### config.mk
export PLATFORM = sky130hd
export DESIGN_NAME = vs_sci_sdi_responder_flat
export DESIGN_NICKNAME = d
export VERILOG_FILES = /design/src/rtl/vs_sci_sdi_responder_pkg.sv /design/src/rtl/vs_sci_sdi_responder_if.sv /design/src/rtl/vs_sci_sdi_responder_fifo.sv /design/src/rtl/vs_sci_sdi_responder.sv /design/src/flat_wrapper.sv
export SDC_FILE = /design/constraint.sdc
export NUM_CORES = 1
export LEC_CHECK = 0
export CORE_UTILIZATION = 45
export DETAILED_ROUTE_END_ITERATION = 6
export PLACE_DENSITY = 0.65
export SYNTH_ARGS = -nofsm -noshare
export SYNTH_HDL_FRONTEND = slang
export SYNTH_SLANG_ARGS = --single-unit
### constraint.sdc
create_clock -name CLK -period 4.38 [get_ports CLK]
set_input_delay 0.657 -clock CLK [delete_from_list [all_inputs] [get_ports CLK]]
set_output_delay 0.657 -clock CLK [all_outputs]
set_load 0.005 [all_outputs]
### src/rtl/vs_sci_sdi_responder_pkg.sv
// vs_sci_sdi_responder_pkg: shared opcodes, register addresses and SCI state enum
package vs_pkg;
  localparam logic [7:0] OP_WRITE = 8'h02;
  localparam logic [7:0] OP_READ = 8'h03;
  localparam logic [3:0] ADDR_MODE = 4'h0;
  localparam logic [3:0] ADDR_VOL = 4'hB;
  localparam logic [15:0] MODE_DEFAULT = 16'h0800;
  localparam int SM_RESET = 2;
  typedef enum logic [2:0] {SCI_IDLE, SCI_OP, SCI_ADDR, SCI_DATA, SCI_DONE} sci_state_e;
endpackage

### src/rtl/vs_sci_sdi_responder_if.sv
// vs_sci_sdi_responder_if: serial link plus register-write and byte-stream side of the responder
interface vs_sci_sdi_responder_if;
  logic i_XCS, i_XDCS, i_SCK, i_SI, i_XRST, i_data_ready;
  logic o_SO, o_DREQ, o_reg_wr, o_data_valid, o_overflow;
  logic [3:0] o_reg_addr;
  logic [15:0] o_reg_data;
  logic [7:0] o_data_byte;
  modport master (
    output i_XCS, i_XDCS, i_SCK, i_SI, i_XRST, i_data_ready,
    input o_SO, o_DREQ, o_reg_wr, o_reg_addr, o_reg_data, o_data_byte, o_data_valid, o_overflow
  );
  modport slave (
    input i_XCS, i_XDCS, i_SCK, i_SI, i_XRST, i_data_ready,
    output o_SO, o_DREQ, o_reg_wr, o_reg_addr, o_reg_data, o_data_byte, o_data_valid, o_overflow
  );
endinterface

### src/rtl/vs_sci_sdi_responder_fifo.sv
// vs_sdi_fifo: synchronous byte FIFO with flush, free count and combinational head
module vs_sdi_fifo #(
  parameter int DEPTH = 64
) (
  input  logic                       clk,
  input  logic                       rst,
  input  logic                       flush,
  input  logic                       push,
  input  logic                       pop,
  input  logic [7:0]                 din,
  output logic [7:0]                 dout,
  output logic                       empty,
  output logic                       full,
  output logic [$clog2(DEPTH):0]     free
);
  localparam int AW = $clog2(DEPTH);
  logic [7:0] mem [DEPTH];
  logic [AW:0] wp, rp, cnt;
  logic do_push, do_pop;
  assign cnt = wp - rp;
  assign empty = wp == rp;
  assign full = cnt == (AW + 1)'(DEPTH);
  assign free = (AW + 1)'(DEPTH) - cnt;
  assign dout = mem[rp[AW-1:0]];
  // a pop in the same cycle frees the slot, so a full FIFO still accepts
  assign do_push = push && (!full || pop);
  assign do_pop = pop && !empty;
  always_ff @(posedge clk)
    if (do_push) mem[wp[AW-1:0]] <= din;
  always_ff @(posedge clk)
    if (rst || flush) begin
      wp <= '0;
      rp <= '0;
    end else begin
      if (do_push) wp <= wp + 1'b1;
      if (do_pop) rp <= rp + 1'b1;
    end
endmodule

### src/rtl/vs_sci_sdi_responder.sv
// vs_sci_sdi_responder: SCI register / SDI byte-stream responder of the MP3 decoder link.
// Define VS_SCI_READ_EN to enable SCI reads (opcode 0x03) on SO.
module vs_sci_sdi_responder
  import vs_pkg::*;
#(
  parameter int FIFO_DEPTH = 64,
  parameter int DREQ_FREE = 32,
  parameter int SCI_BUSY_CYCLES = 16,
  parameter int RESET_CYCLES = 1000
) (
  input logic CLK,
  input logic rst,
  vs_sci_sdi_responder_if.slave bus
);
`ifdef VS_SCI_READ_EN
  localparam bit READ_EN = 1'b1;
`else
  localparam bit READ_EN = 1'b0;
`endif
  localparam int AW = $clog2(FIFO_DEPTH);
  localparam int TMAX = RESET_CYCLES > SCI_BUSY_CYCLES ? RESET_CYCLES : SCI_BUSY_CYCLES;
  localparam int TW = $clog2(TMAX + 1);
  logic [4:0] s1, s2;
  logic [1:0] s3;
  logic xrst_s, xcs_s, xdcs_s, sck_s, si_s, srst, sck_rise, sck_fall, xcs_fall;
  sci_state_e state;
  logic [4:0] cnt;
  logic [30:0] sr;
  logic [15:0] so_sr, wd, rd_val, reg_data;
  logic [15:0] regs [16];
  logic [TW-1:0] busy;
  logic [7:0] sd_sr, op7, head;
  logic [2:0] sd_cnt;
  logic [3:0] wa, reg_addr;
  logic dreq, reg_wr, ovf, op_ok, sci_wr, soft_rst, push, pop, empty, full;
  logic [AW:0] free;
  // order: {XRST, XCS, XDCS, SCK, SI}; idle levels on reset
  always_ff @(posedge CLK)
    if (rst) begin
      s1 <= 5'b11100;
      s2 <= 5'b11100;
      s3 <= 2'b10;
    end else begin
      s1 <= {bus.i_XRST, bus.i_XCS, bus.i_XDCS, bus.i_SCK, bus.i_SI};
      s2 <= s1;
      s3 <= {s2[3], s2[1]};
    end
  assign {xrst_s, xcs_s, xdcs_s, sck_s, si_s} = s2;
  assign srst = rst || !xrst_s;
  assign sck_rise = sck_s && !s3[0];
  assign sck_fall = !sck_s && s3[0];
  assign xcs_fall = !xcs_s && s3[1];
  assign op7 = {sr[6:0], si_s};
  assign op_ok = op7 == OP_WRITE || (READ_EN && op7 == OP_READ);
  assign wa = sr[18:15];
  assign wd = {sr[14:0], si_s};
  assign sci_wr = state == SCI_DATA && !xcs_s && sck_rise && cnt == 5'd31 &&
                  sr[30:23] == OP_WRITE && sr[22:19] == 4'h0;
  assign soft_rst = sci_wr && wa == ADDR_MODE && wd[SM_RESET];
  assign rd_val = sr[6:3] == 4'h0 ? regs[{sr[2:0], si_s}] : 16'h0;
  assign push = !xdcs_s && xcs_s && sck_rise && sd_cnt == 3'd7;
  assign pop = !empty && bus.i_data_ready;
  vs_sdi_fifo #(.DEPTH(FIFO_DEPTH)) u_fifo (
    .clk(CLK), .rst(srst), .flush(soft_rst), .push(push), .pop(pop),
    .din({sd_sr[6:0], si_s}), .dout(head), .empty(empty), .full(full), .free(free)
  );
  always_ff @(posedge CLK)
    if (srst) begin
      state <= SCI_IDLE;
      cnt <= '0;
      sr <= '0;
      so_sr <= '0;
      for (int i = 0; i < 16; i++) regs[i] <= i == 0 ? MODE_DEFAULT : 16'h0;
      busy <= TW'(RESET_CYCLES);
      dreq <= 1'b0;
      reg_wr <= 1'b0;
      reg_addr <= '0;
      reg_data <= '0;
      sd_sr <= '0;
      sd_cnt <= '0;
      ovf <= 1'b0;
    end else begin
      reg_wr <= 1'b0;
      busy <= busy == '0 ? '0 : busy - 1'b1;
      dreq <= busy == '0 && free >= (AW + 1)'(DREQ_FREE);
      ovf <= ovf || (push && full && !pop);
      if (xdcs_s) sd_cnt <= '0;
      else if (xcs_s && sck_rise) begin
        sd_sr <= {sd_sr[6:0], si_s};
        sd_cnt <= sd_cnt + 3'd1;
      end
      case (state)
        SCI_IDLE: if (xcs_fall) begin
          state <= SCI_OP;
          cnt <= '0;
        end
        SCI_DONE: if (xcs_s) begin
          state <= SCI_IDLE;
          so_sr <= '0;
        end
        default: if (xcs_s) begin
          state <= SCI_IDLE;
          so_sr <= '0;
        end else begin
          // the fall right after the load belongs to the address bit; hold bit15 through it
          if (sck_fall && state == SCI_DATA && cnt != 5'd16) so_sr <= so_sr << 1;
          if (sck_rise) begin
            sr <= {sr[29:0], si_s};
            cnt <= cnt + 5'd1;
            if (cnt == 5'd7) state <= op_ok ? SCI_ADDR : SCI_DONE;
            if (cnt == 5'd15) begin
              state <= SCI_DATA;
              if (READ_EN && sr[14:7] == OP_READ) so_sr <= rd_val;
            end
            if (cnt == 5'd31) state <= SCI_DONE;
          end
        end
      endcase
      if (sci_wr) begin
        reg_wr <= 1'b1;
        reg_addr <= wa;
        reg_data <= wd;
        regs[wa] <= soft_rst ? wd & ~(16'h1 << SM_RESET) : wd;
        busy <= TW'(soft_rst ? RESET_CYCLES : SCI_BUSY_CYCLES);
      end
    end
  assign bus.o_SO = READ_EN && !xcs_s && so_sr[15];
  assign bus.o_DREQ = dreq;
  assign bus.o_reg_wr = reg_wr;
  assign bus.o_reg_addr = reg_addr;
  assign bus.o_reg_data = reg_data;
  assign bus.o_data_valid = !empty;
  assign bus.o_data_byte = empty ? 8'h00 : head;
  assign bus.o_overflow = ovf;
endmodule

### src/flat_wrapper.sv
// flat-port wrapper written by rule: the top's interface ports become plain ports
module vs_sci_sdi_responder_flat import vs_pkg::*;
#(
  parameter int FIFO_DEPTH = 64,
  parameter int DREQ_FREE = 32,
  parameter int SCI_BUSY_CYCLES = 16,
  parameter int RESET_CYCLES = 1000
)
  (CLK, rst, bus_i_XCS, bus_i_XDCS, bus_i_SCK, bus_i_SI, bus_i_XRST, bus_i_data_ready, bus_o_SO, bus_o_DREQ, bus_o_reg_wr, bus_o_reg_addr, bus_o_reg_data, bus_o_data_byte, bus_o_data_valid, bus_o_overflow);
  vs_sci_sdi_responder_if bus_i ();
  input logic CLK;
  input logic rst;
  input wire logic [$bits(bus_i.i_XCS)-1:0] bus_i_XCS;
  input wire logic [$bits(bus_i.i_XDCS)-1:0] bus_i_XDCS;
  input wire logic [$bits(bus_i.i_SCK)-1:0] bus_i_SCK;
  input wire logic [$bits(bus_i.i_SI)-1:0] bus_i_SI;
  input wire logic [$bits(bus_i.i_XRST)-1:0] bus_i_XRST;
  input wire logic [$bits(bus_i.i_data_ready)-1:0] bus_i_data_ready;
  output wire logic [$bits(bus_i.o_SO)-1:0] bus_o_SO;
  output wire logic [$bits(bus_i.o_DREQ)-1:0] bus_o_DREQ;
  output wire logic [$bits(bus_i.o_reg_wr)-1:0] bus_o_reg_wr;
  output wire logic [$bits(bus_i.o_reg_addr)-1:0] bus_o_reg_addr;
  output wire logic [$bits(bus_i.o_reg_data)-1:0] bus_o_reg_data;
  output wire logic [$bits(bus_i.o_data_byte)-1:0] bus_o_data_byte;
  output wire logic [$bits(bus_i.o_data_valid)-1:0] bus_o_data_valid;
  output wire logic [$bits(bus_i.o_overflow)-1:0] bus_o_overflow;
  assign bus_i.i_XCS = bus_i_XCS;
  assign bus_i.i_XDCS = bus_i_XDCS;
  assign bus_i.i_SCK = bus_i_SCK;
  assign bus_i.i_SI = bus_i_SI;
  assign bus_i.i_XRST = bus_i_XRST;
  assign bus_i.i_data_ready = bus_i_data_ready;
  assign bus_o_SO = bus_i.o_SO;
  assign bus_o_DREQ = bus_i.o_DREQ;
  assign bus_o_reg_wr = bus_i.o_reg_wr;
  assign bus_o_reg_addr = bus_i.o_reg_addr;
  assign bus_o_reg_data = bus_i.o_reg_data;
  assign bus_o_data_byte = bus_i.o_data_byte;
  assign bus_o_data_valid = bus_i.o_data_valid;
  assign bus_o_overflow = bus_i.o_overflow;
  vs_sci_sdi_responder #(.FIFO_DEPTH(FIFO_DEPTH), .DREQ_FREE(DREQ_FREE), .SCI_BUSY_CYCLES(SCI_BUSY_CYCLES), .RESET_CYCLES(RESET_CYCLES)) u_core (.CLK(CLK), .rst(rst), .bus(bus_i));
endmodule
# Yosys cells after proc, flatten, opt, wreduce, memory -nomap -nowiden
# Memories as Yosys holds them, arrays and structs flattened. A register that Yosys moved wholly into a read port is not among the register bits.
# Index checks and enable logic that the tools add are counted.
# word_totals
reg_bits	108
latchBits	0
ramBits	512
rom_bits	0
in_bits	8
word_cells	107
mem_count	1
# op_classes
n_addsub	7
multipliers	0
div_mod_pow	0
order_cmp	1
eq_ne	13
shift	0
n_mux	22
bitwise	4
reduce_logical	43
# mem_list
name	depth	width	rd	rd_clocked_by_memory_dff	wr	line	source
u_core.u_fifo.mem	64	8	1	1	1	vs_sci_sdi_responder_fifo.sv:17	logic [7:0] mem [DEPTH];
# ops
op	count
$mux W10	3
$mux W3	8
$logic_and A1 B1 Y1	19
$eq A8 B2 Y1 const B	2
$mux W5	3
$add A7 B1 Y7 const B	2
$mux W6	2
$logic_not A10 Y1	1
$pmux W5 S2	1
$sub A10 B1 Y10 const B	1
$logic_not A4 Y1	2
$mux W8	1
$reduce_and A4 Y1	2
$eq A7 B7 Y1	1
$eq A7 B7 Y1 const B	1
$ge A7 B6 Y1 const B	1
$logic_not A1 Y1	7
$sub A7 B7 Y7	1
$sub A7 B7 Y7 const A	1
$eq A3 B3 Y1 const B	2
$pmux W3 S2	1
$add A5 B1 Y5 const B	1
$eq A5 B3 Y1 const B	1
$eq A5 B4 Y1 const B	1
15 further kinds	25

# Depth between registers and ports, before layout
# Gate-level depths: netlist of the first run.
# logic_depth
ltp_word	10
mapped_depth	12
depth_no_buf	9

# Cells and area by module
# Synthesis of the first run repeated with hierarchy kept, for this count alone.
# unflattened
hier_cells	1382
area_unflattened_um2	24656.1
# by_module_without_submodules
module	instances	cells_per_inst	area_each_um2
vs_sdi_fifo	1	985	20978.9
vs_sci_sdi_responder	1	397	3677.3

# Worst setup path after synthesis of the first run
# No wires, ideal clock.
# synth_timing
kind	register to register
start	register u_core.u_fifo.wp[0]
end	memory u_core.u_fifo.mem[59][0], enable pin
setup_time_ns	0.395
arrival_time_ns	3.246
t_required_ns	3.985
setup_slack_ns	0.739
stages_incl_launch_ff	12
n_path_buf	2
period_less_slack_ns	3.641
cell_sequence	dfxtp_1 clkbuf_1 inv_1 ha_1 fa_1 nand2b_1 a211oi_1 mux2i_1 a2bb2oi_2 a21o_4 buf_2 nor4_1
# synth_between
elab_chain_cells	7
elab_cells_between_ends	10
cone_classes	1 x add/sub; 2 x eq/ne; 2 x mux; 5 x reduce/logical
# synth_lines
element	line	source
start: declaration	vs_sci_sdi_responder_fifo.sv:18	logic [AW:0] wp, rp, cnt;
start signal: assignment	vs_sci_sdi_responder_fifo.sv:35	if (do_push) wp <= wp + 1'b1;
$sub A7 B7 Y7 / $eq A7 B7 Y1 (equally long branches)	vs_sci_sdi_responder_fifo.sv:20, vs_sci_sdi_responder_fifo.sv:21	
$eq A7 B7 Y1 / $logic_not A1 Y1 (equally long branches)	vs_sci_sdi_responder_fifo.sv:22, vs_sci_sdi_responder.sv:62	
$logic_not A1 Y1 / $logic_and A1 B1 Y1 (equally long branches)	vs_sci_sdi_responder_fifo.sv:26, vs_sci_sdi_responder.sv:62	
$logic_or A1 B1 Y1	vs_sci_sdi_responder_fifo.sv:26	assign do_push = push && (!full || pop);
$logic_and A1 B1 Y1	vs_sci_sdi_responder_fifo.sv:26	
$mux W1	vs_sci_sdi_responder_fifo.sv:29	if (do_push) mem[wp[AW-1:0]] <= din;
$mux W1 (not written as such)	vs_sci_sdi_responder_fifo.sv:29	
end: declaration	vs_sci_sdi_responder_fifo.sv:17	
# Parallel ways exist; a longest one is shown, timed or not.

==> impl_metrics.toml, run 1 <==
[routing]
drtIter0Drc = 1168
dr.pass1.iters = 5
totalWireLength_microns = 54700
ant_nets = 0
viasPerCell = 5.76
drc = 0
vias = 13300
post_drt_wl_per_cell_microns = 23.7

[synthesis]
netlist.area_leader.share_pct = 62.1
syn_area_sq_um = 24700
async_reset_ff_share_pct = 0
synth_top_cell_by_area = "edfxtp_1"
ys_types = 54
synth_area_leaders = "edfxtp_1 (62%), mux4_2 (12%), dfxtp_1 (9.2%)"
synth_edf_count = 512
ys_seq_elements = 626
syn_avg_cell_area_sq_um = 16.9
syn_nets = 1488
synth_commonest_cells = "edfxtp_1 (512), nand2_1 (159), mux4_2 (128)"
ys_warn_count = 0
yosysSeqAreaShare_pct = 71.4
synth_cells = 1463
synth.most_common_cell = "edfxtp_1"
ys.flop_type = "edfxtp_1"

[global_route]
grt_max_degree = 69
antenna_found_initial = 0
grt_pass1_wl_microns = 83400
grt_overflow = 0
first_global_vias = 13400
grt_usage_pct = 20.0

[hold_path]
min_to = "u_core.s2[2]$_SDFF_PP1_"
min-delay-path-class = "register to register"
min-delay-start = "u_core.s1[2]$_SDFF_PP1_"
holdPathStages = 1

[run]
maxCapViolCount = 0

[power_and_ir_drop]
irDropWorstVdd_uv = 346
p_per_area_nw_per_um2 = 418
p_leak_nw = 8.74

[placed_design]
dp_hpwl_microns = 33100
gp_congestion = 0.801
io_buffers = 39
dpl_cell_area_sq_um = 26300

[cts]
clockBufferDepth = 3
cts_setup_buffers = 0
post_cts_resized = 0
cts_buffers = 66
cts.sinks = 626
cts_tree = "built"
cts_hold_buf = 0
h-tree-depth = 3
cts-root-buf = "clkbuf_16"
clk_latency_ps = 610
clkSlewWorstSetupHoldPaths_ps = 60

[final_layout]
fin_util_pct = 52.6
num-nets-final = 1586
drive_gt1_share_pct = 21.7
fillers = 4301
syn_to_final_growth_pct = 15.0
fin_area_sq_um = 28400
diodes = 0

[worst_setup_path]
cp_max_fo = 29
start_kind = "register"
required_ps = 3720
end_kind = "primary output"
rr_startpoint = "u_core.u_fifo.wp[1]$_SDFFE_PP0P_"
crit_arrival_ps = 3420
ff2ff_setup_slack_ps = 670
rr_endpoint = "u_core.u_fifo.mem[6][7]$_DFFE_PP_"
reg2regPathDepth = 10
criticalPathCategory = "register to primary output"

[timing]
drv_slew = 0
fin_crit_ps = 4070
fin_crit_sh_pct = 93.0
relSlewSlack_pct = 9.70
finalSetupViolations = 0
rsz0062_at_grt = "no"
tns_ps = 0
max_clock_freq_ghz = 0.245
clock_skew_ps = 29.3
worstMarginPinSlew_ps = 1350
hold_violations = 0

[floorplan]
start_util_pct = 45.8
io_pins = 41
fp-row-count = 85
die_h_microns = 236
coreArea_sq_um = 54000
die_area_sq_um = 55900
die_w_microns = 236

[status]
status = "complete, no violations"
[cells in the final DEF, fill, tap and decap left out, drive strengths merged, types with 10 or more instances in the layout]
cell type,synthesis,routed
edfxtp,512,512
nand2,159,159
mux4,128,128
dfxtp,114,114
clkbuf,50,83
buf,38,79
mux2i,75,75
a21oi,69,69
nor3,65,65
nor2,40,40
clkdlybuf4s50,0,39
a22oi,33,33
nor4,22,22
clkinv,0,22
inv,13,19
ha,16,16
xnor2,14,14
nand2b,11,11
or2,10,10
o21ai,10,10
nor2b,10,10
[cells by family after synthesis]
family	count (synthesis)	synth area share [%]
XOR/XNOR	21	0.743
flip-flops	626	71.4
adder cells (fa/ha/maj)	17	0.890
other	1	0.0152
buffers and inverters	101	1.84
AND/OR/NAND/NOR	355	6.87
multiplexers	203	14.7
AO/OA/AOI/OAI	139	3.59
[area by class of cell]
class | instances | area (sq um) | area share [%]
tap | 696 | 871 | 3.06
clock inverter | 35 | 335 | 1.18
clock buffer | 83 | 1780 | 6.25
inverter | 13 | 48.8 | 0.172
sequential | 626 | 17700 | 62.2
timing repair buffer | 118 | 1060 | 3.72
multi-input combinational | 736 | 6670 | 23.5
[power by group]
part           switching [mW]  internal [mW]  total, mW  leakage [nW]
clock network            2.30           3.15       5.45          1.03
registers             0.00985           6.36       6.37          5.63
logic                  0.0530         0.0297     0.0828          2.08
total                    2.36           9.54       11.9          8.74
[worst max-delay path: stages, from the launching register on]
cell	delay, ps
dfxtp_4	620
buf_12	320
mux4_2	560
mux2i_1	320
a22oi_1	250
nand2_1	140
o22ai_1	100
clkdlybuf4s50_1	470
[sequential cells by signal, indices dropped and copies added (netlist names), named ones only]
signal                 cells
u_core.u_fifo.mem        512
u_core.sr                 31
u_core.bus.o_reg_data     16
u_core.busy               10
u_core.sd_sr               7
u_core.u_fifo.rp           7
u_core.u_fifo.wp           7
u_core.cnt                 5
u_core.s1                  5
u_core.s2                  5
u_core.bus.o_reg_addr      4
u_core.sd_cnt              3
u_core.state               3
u_core.s3                  2
u_core.bus.o_DREQ          1
u_core.bus.o_overflow      1
u_core.bus.o_reg_wr        1
[stage by stage]
stage | std cells | power [mW] | setup slack [ps] | hold WS, ps
4_1_cts | 2307 | 12.0 | 213 | 420
6_report | 2307 | 11.9 | 306 | 415
2_1_floorplan | 1463 | 6.56 | 739 | 389
5_1_grt | 2307 | 12.2 | 150 | 430
3_3_place_gp | 2189 | 6.58 | 791 | 406
3_5_place_dp | 2189 | 6.58 | 736 | 404
[metal layers]
layer | vias up | GRT usage (%) | wire [microns]
li1 | 5925 | - | -
met1 | 6842 | 28.3 | 23800
met5 | - | 0 | 0
met3 | 84 | 3.43 | 3490
met2 | 430 | 32.0 | 26300
met4 | 0 | 6.20 | 1070
[worst max path at each step]
stage	from	end	slack, ps
after floorplan	u_core.u_fifo.wp[0]$_SDFFE_PP0P_	u_core.u_fifo.mem[59][0]$_DFFE_PP_	740
after global placement	u_core.u_fifo.wp[1]$_SDFFE_PP0P_	u_core.u_fifo.mem[23][7]$_DFFE_PP_	790
after detailed placement	u_core.u_fifo.wp[1]$_SDFFE_PP0P_	u_core.u_fifo.mem[62][0]$_DFFE_PP_	740
after CTS	register	bus_o_data_byte[7]	210
after global routing	register	bus_o_data_byte[7]	150
final	register	bus_o_data_byte[7]	310
Note: power is estimated with default switching activity, not from simulation.
==> inputs of run 2 (changes only) <==
--- a/config.mk
+++ b/config.mk
@@ -5,9 +5,11 @@
 export SDC_FILE = /design/constraint.sdc
 export NUM_CORES = 1
 export LEC_CHECK = 0
+export CORE_ASPECT_RATIO = 1.5
+export CORE_MARGIN = 2
 export CORE_UTILIZATION = 45
 export DETAILED_ROUTE_END_ITERATION = 6
-export PLACE_DENSITY = 0.65
+export PLACE_DENSITY = 0.68
 export SYNTH_ARGS = -nofsm -noshare
 export SYNTH_HDL_FRONTEND = slang
 export SYNTH_SLANG_ARGS = --single-unit
==> impl_metrics.toml, run 2 (same netlist as run 1, synthesis figures left out) <==
[placed_design]
dp_slack_ps = 661
io_buffers = 39
dp_hpwl_microns = 35200
gp_congestion = 0.842

[power_and_ir_drop]
pwr-share-seq_pct = 55.9
p_sw_share_pct = 19.5
p_int_mw = 9.17
irDropWorstVdd_uv = 296
p_clk_share_pct = 43.3
p_per_area_nw_per_um2 = 403
switchingPower_mw = 2.22
p_leak_nw = 8.64
pwr-share-comb_pct = 0.7

[cts]
cts-root-buf = "clkbuf_16"
cts_tree = "built"
cts_buffers = 54
clockBufferDepth = 3
post_cts_resized = 0
cts.sinks = 626
clk_latency_ps = 610
clkSlewWorstSetupHoldPaths_ps = 70
cts_setup_buffers = 0
cts_hold_buf = 0
h-tree-depth = 2

[worst_setup_path]
critPathMaxStageDelay_ps = 630
cp_max_fo = 40
end_kind = "primary output"
criticalPathCategory = "register to primary output"
path_cells = "buf_12, mux4_2, mux2i_1, a22oi_1, nand2_1, o22ai_1, clkdlybuf4s50_1"
critPathSlowestCell = "dfxtp_4"
start_kind = "register"
crit_arrival_ps = 3450
required_ps = 3720
rr_startpoint = "u_core.u_fifo.wp[1]$_SDFFE_PP0P_"

[timing]
fin_crit_ps = 4110
finalSetupViolations = 0
setup_slack_ps = 271
relSlewSlack_pct = 26.6
hold_violations = 0
fin_crit_sh_pct = 93.8
rsz0062_at_grt = "no"
drv_slew = 0
max_clock_freq_ghz = 0.243
worstMarginPinSlew_ps = 1090
finalHoldWorstSlack_ps = 413
clock_skew_ps = 31.8
tns_ps = 0

[floorplan]
fp-row-count = 105
coreArea_sq_um = 54500
io_pins = 41
die_area_sq_um = 56900
die_w_microns = 195
die_h_microns = 291
start_util_pct = 45.4

[hold_path]
min-delay-path-class = "register to register"
min-delay-start = "u_core.s1[4]$_SDFF_PP1_"

[global_route]
grt_usage_pct = 19.4
grt_overflow = 0
first_global_vias = 13600
grt_max_degree = 69
antenna_found_initial = 1
grt_pass1_wl_microns = 82900

[final_layout]
layout_commonest_cell = "edfxtp_1"
fillers = 4344
num-nets-final = 1578
multi_input_area_sq_um = 6680
syn_to_final_growth_pct = 14.1
regArea_sq_um = 17700
drive_gt1_share_pct = 21.1
diodes = 0
final_cell_mix = "edfxtp_1 (512), nand2_1 (159), mux4_2 (128)"
largest_reg_flops = 512

[routing]
ant_nets = 0
dr.pass1.iters = 5
drtIter0Drc = 818
viasPerCell = 5.73
vias = 13100
totalWireLength_microns = 54500
post_drt_wl_per_cell_microns = 23.7
drc = 0

[status]
status = "complete, no violations"

[run]
maxCapViolCount = 0
run 2: changes by cell type in the layout (fill, tap and decap cells not counted), moves of 3 or more:
cell / before / now
clkbuf_16: 68 / 55
buf_4: 73 / 76
bufinv_16: 4 / 7
clkbuf_1: 13 / 10
clkinv_2: 11 / 8
run 2: cell type report:
| cell class | instances | area share, % |
|---|---|---|
| Tap cell | 695 | 3.08 |
| Sequential cell | 626 | 62.6 |
| Clock buffer | 68 | 5.13 |
| Inverter | 13 | 0.173 |
| Multi-Input combinational cell | 736 | 23.7 |
| Clock inverter | 34 | 1.42 |
| Timing Repair Buffer | 122 | 3.90 |
run 2: path summary, 6_finish.rpt:
path                                        end  slack [ps]  cells after the start
min                     u_core.s2[4]$_SDFF_PP1_         410                      1
max reg2reg  u_core.u_fifo.mem[43][2]$_DFFE_PP_         690                      9
max                          bus_o_data_byte[6]         270                      7
min reg2reg             u_core.s2[4]$_SDFF_PP1_         410                      1
run 2: per-stage QoR:
step	power [mW]	utilization (%)	instance area, sq um	cells
after global placement	6.58	48.4	26400	2192
after floorplan	6.56	-	24700	1463
after global routing	11.7	51.8	28200	2294
after detailed placement	6.58	48.4	26400	2192
final	11.4	51.8	28200	2294
after CTS	11.5	51.8	28200	2294
run 2: power by group through the flow:
stage | logic, mW | clock network, mW | registers, mW
after floorplan | 0.0572 | 0 | 6.50
after global placement | 0.0821 | 0 | 6.50
after detailed placement | 0.0847 | 0 | 6.50
after CTS | 0.0847 | 5.02 | 6.37
after global routing | 0.0928 | 5.23 | 6.37
final | 0.0831 | 4.93 | 6.37
run 2: critical path: cells and delay by family (launching register included):
kind | cells | cell delay (ps)
buffers and inverters | 2 | 870
muxes | 2 | 810
DFF | 1 | 630
AOI/OAI and AO/OA | 2 | 350
and+or+nand+nor | 1 | 180
run 2: per-layer routing:
| layer | track usage (%) | vias up | wire length [microns] |
|---|---|---|---|
| met5 | 0 | - | 13 |
| met2 | 36.0 | 385 | 29600 |
| li1 | - | 5902 | - |
| met4 | 7.26 | 2 | 1940 |
| met3 | 3.09 | 113 | 2980 |
| met1 | 22.2 | 6746 | 20000 |
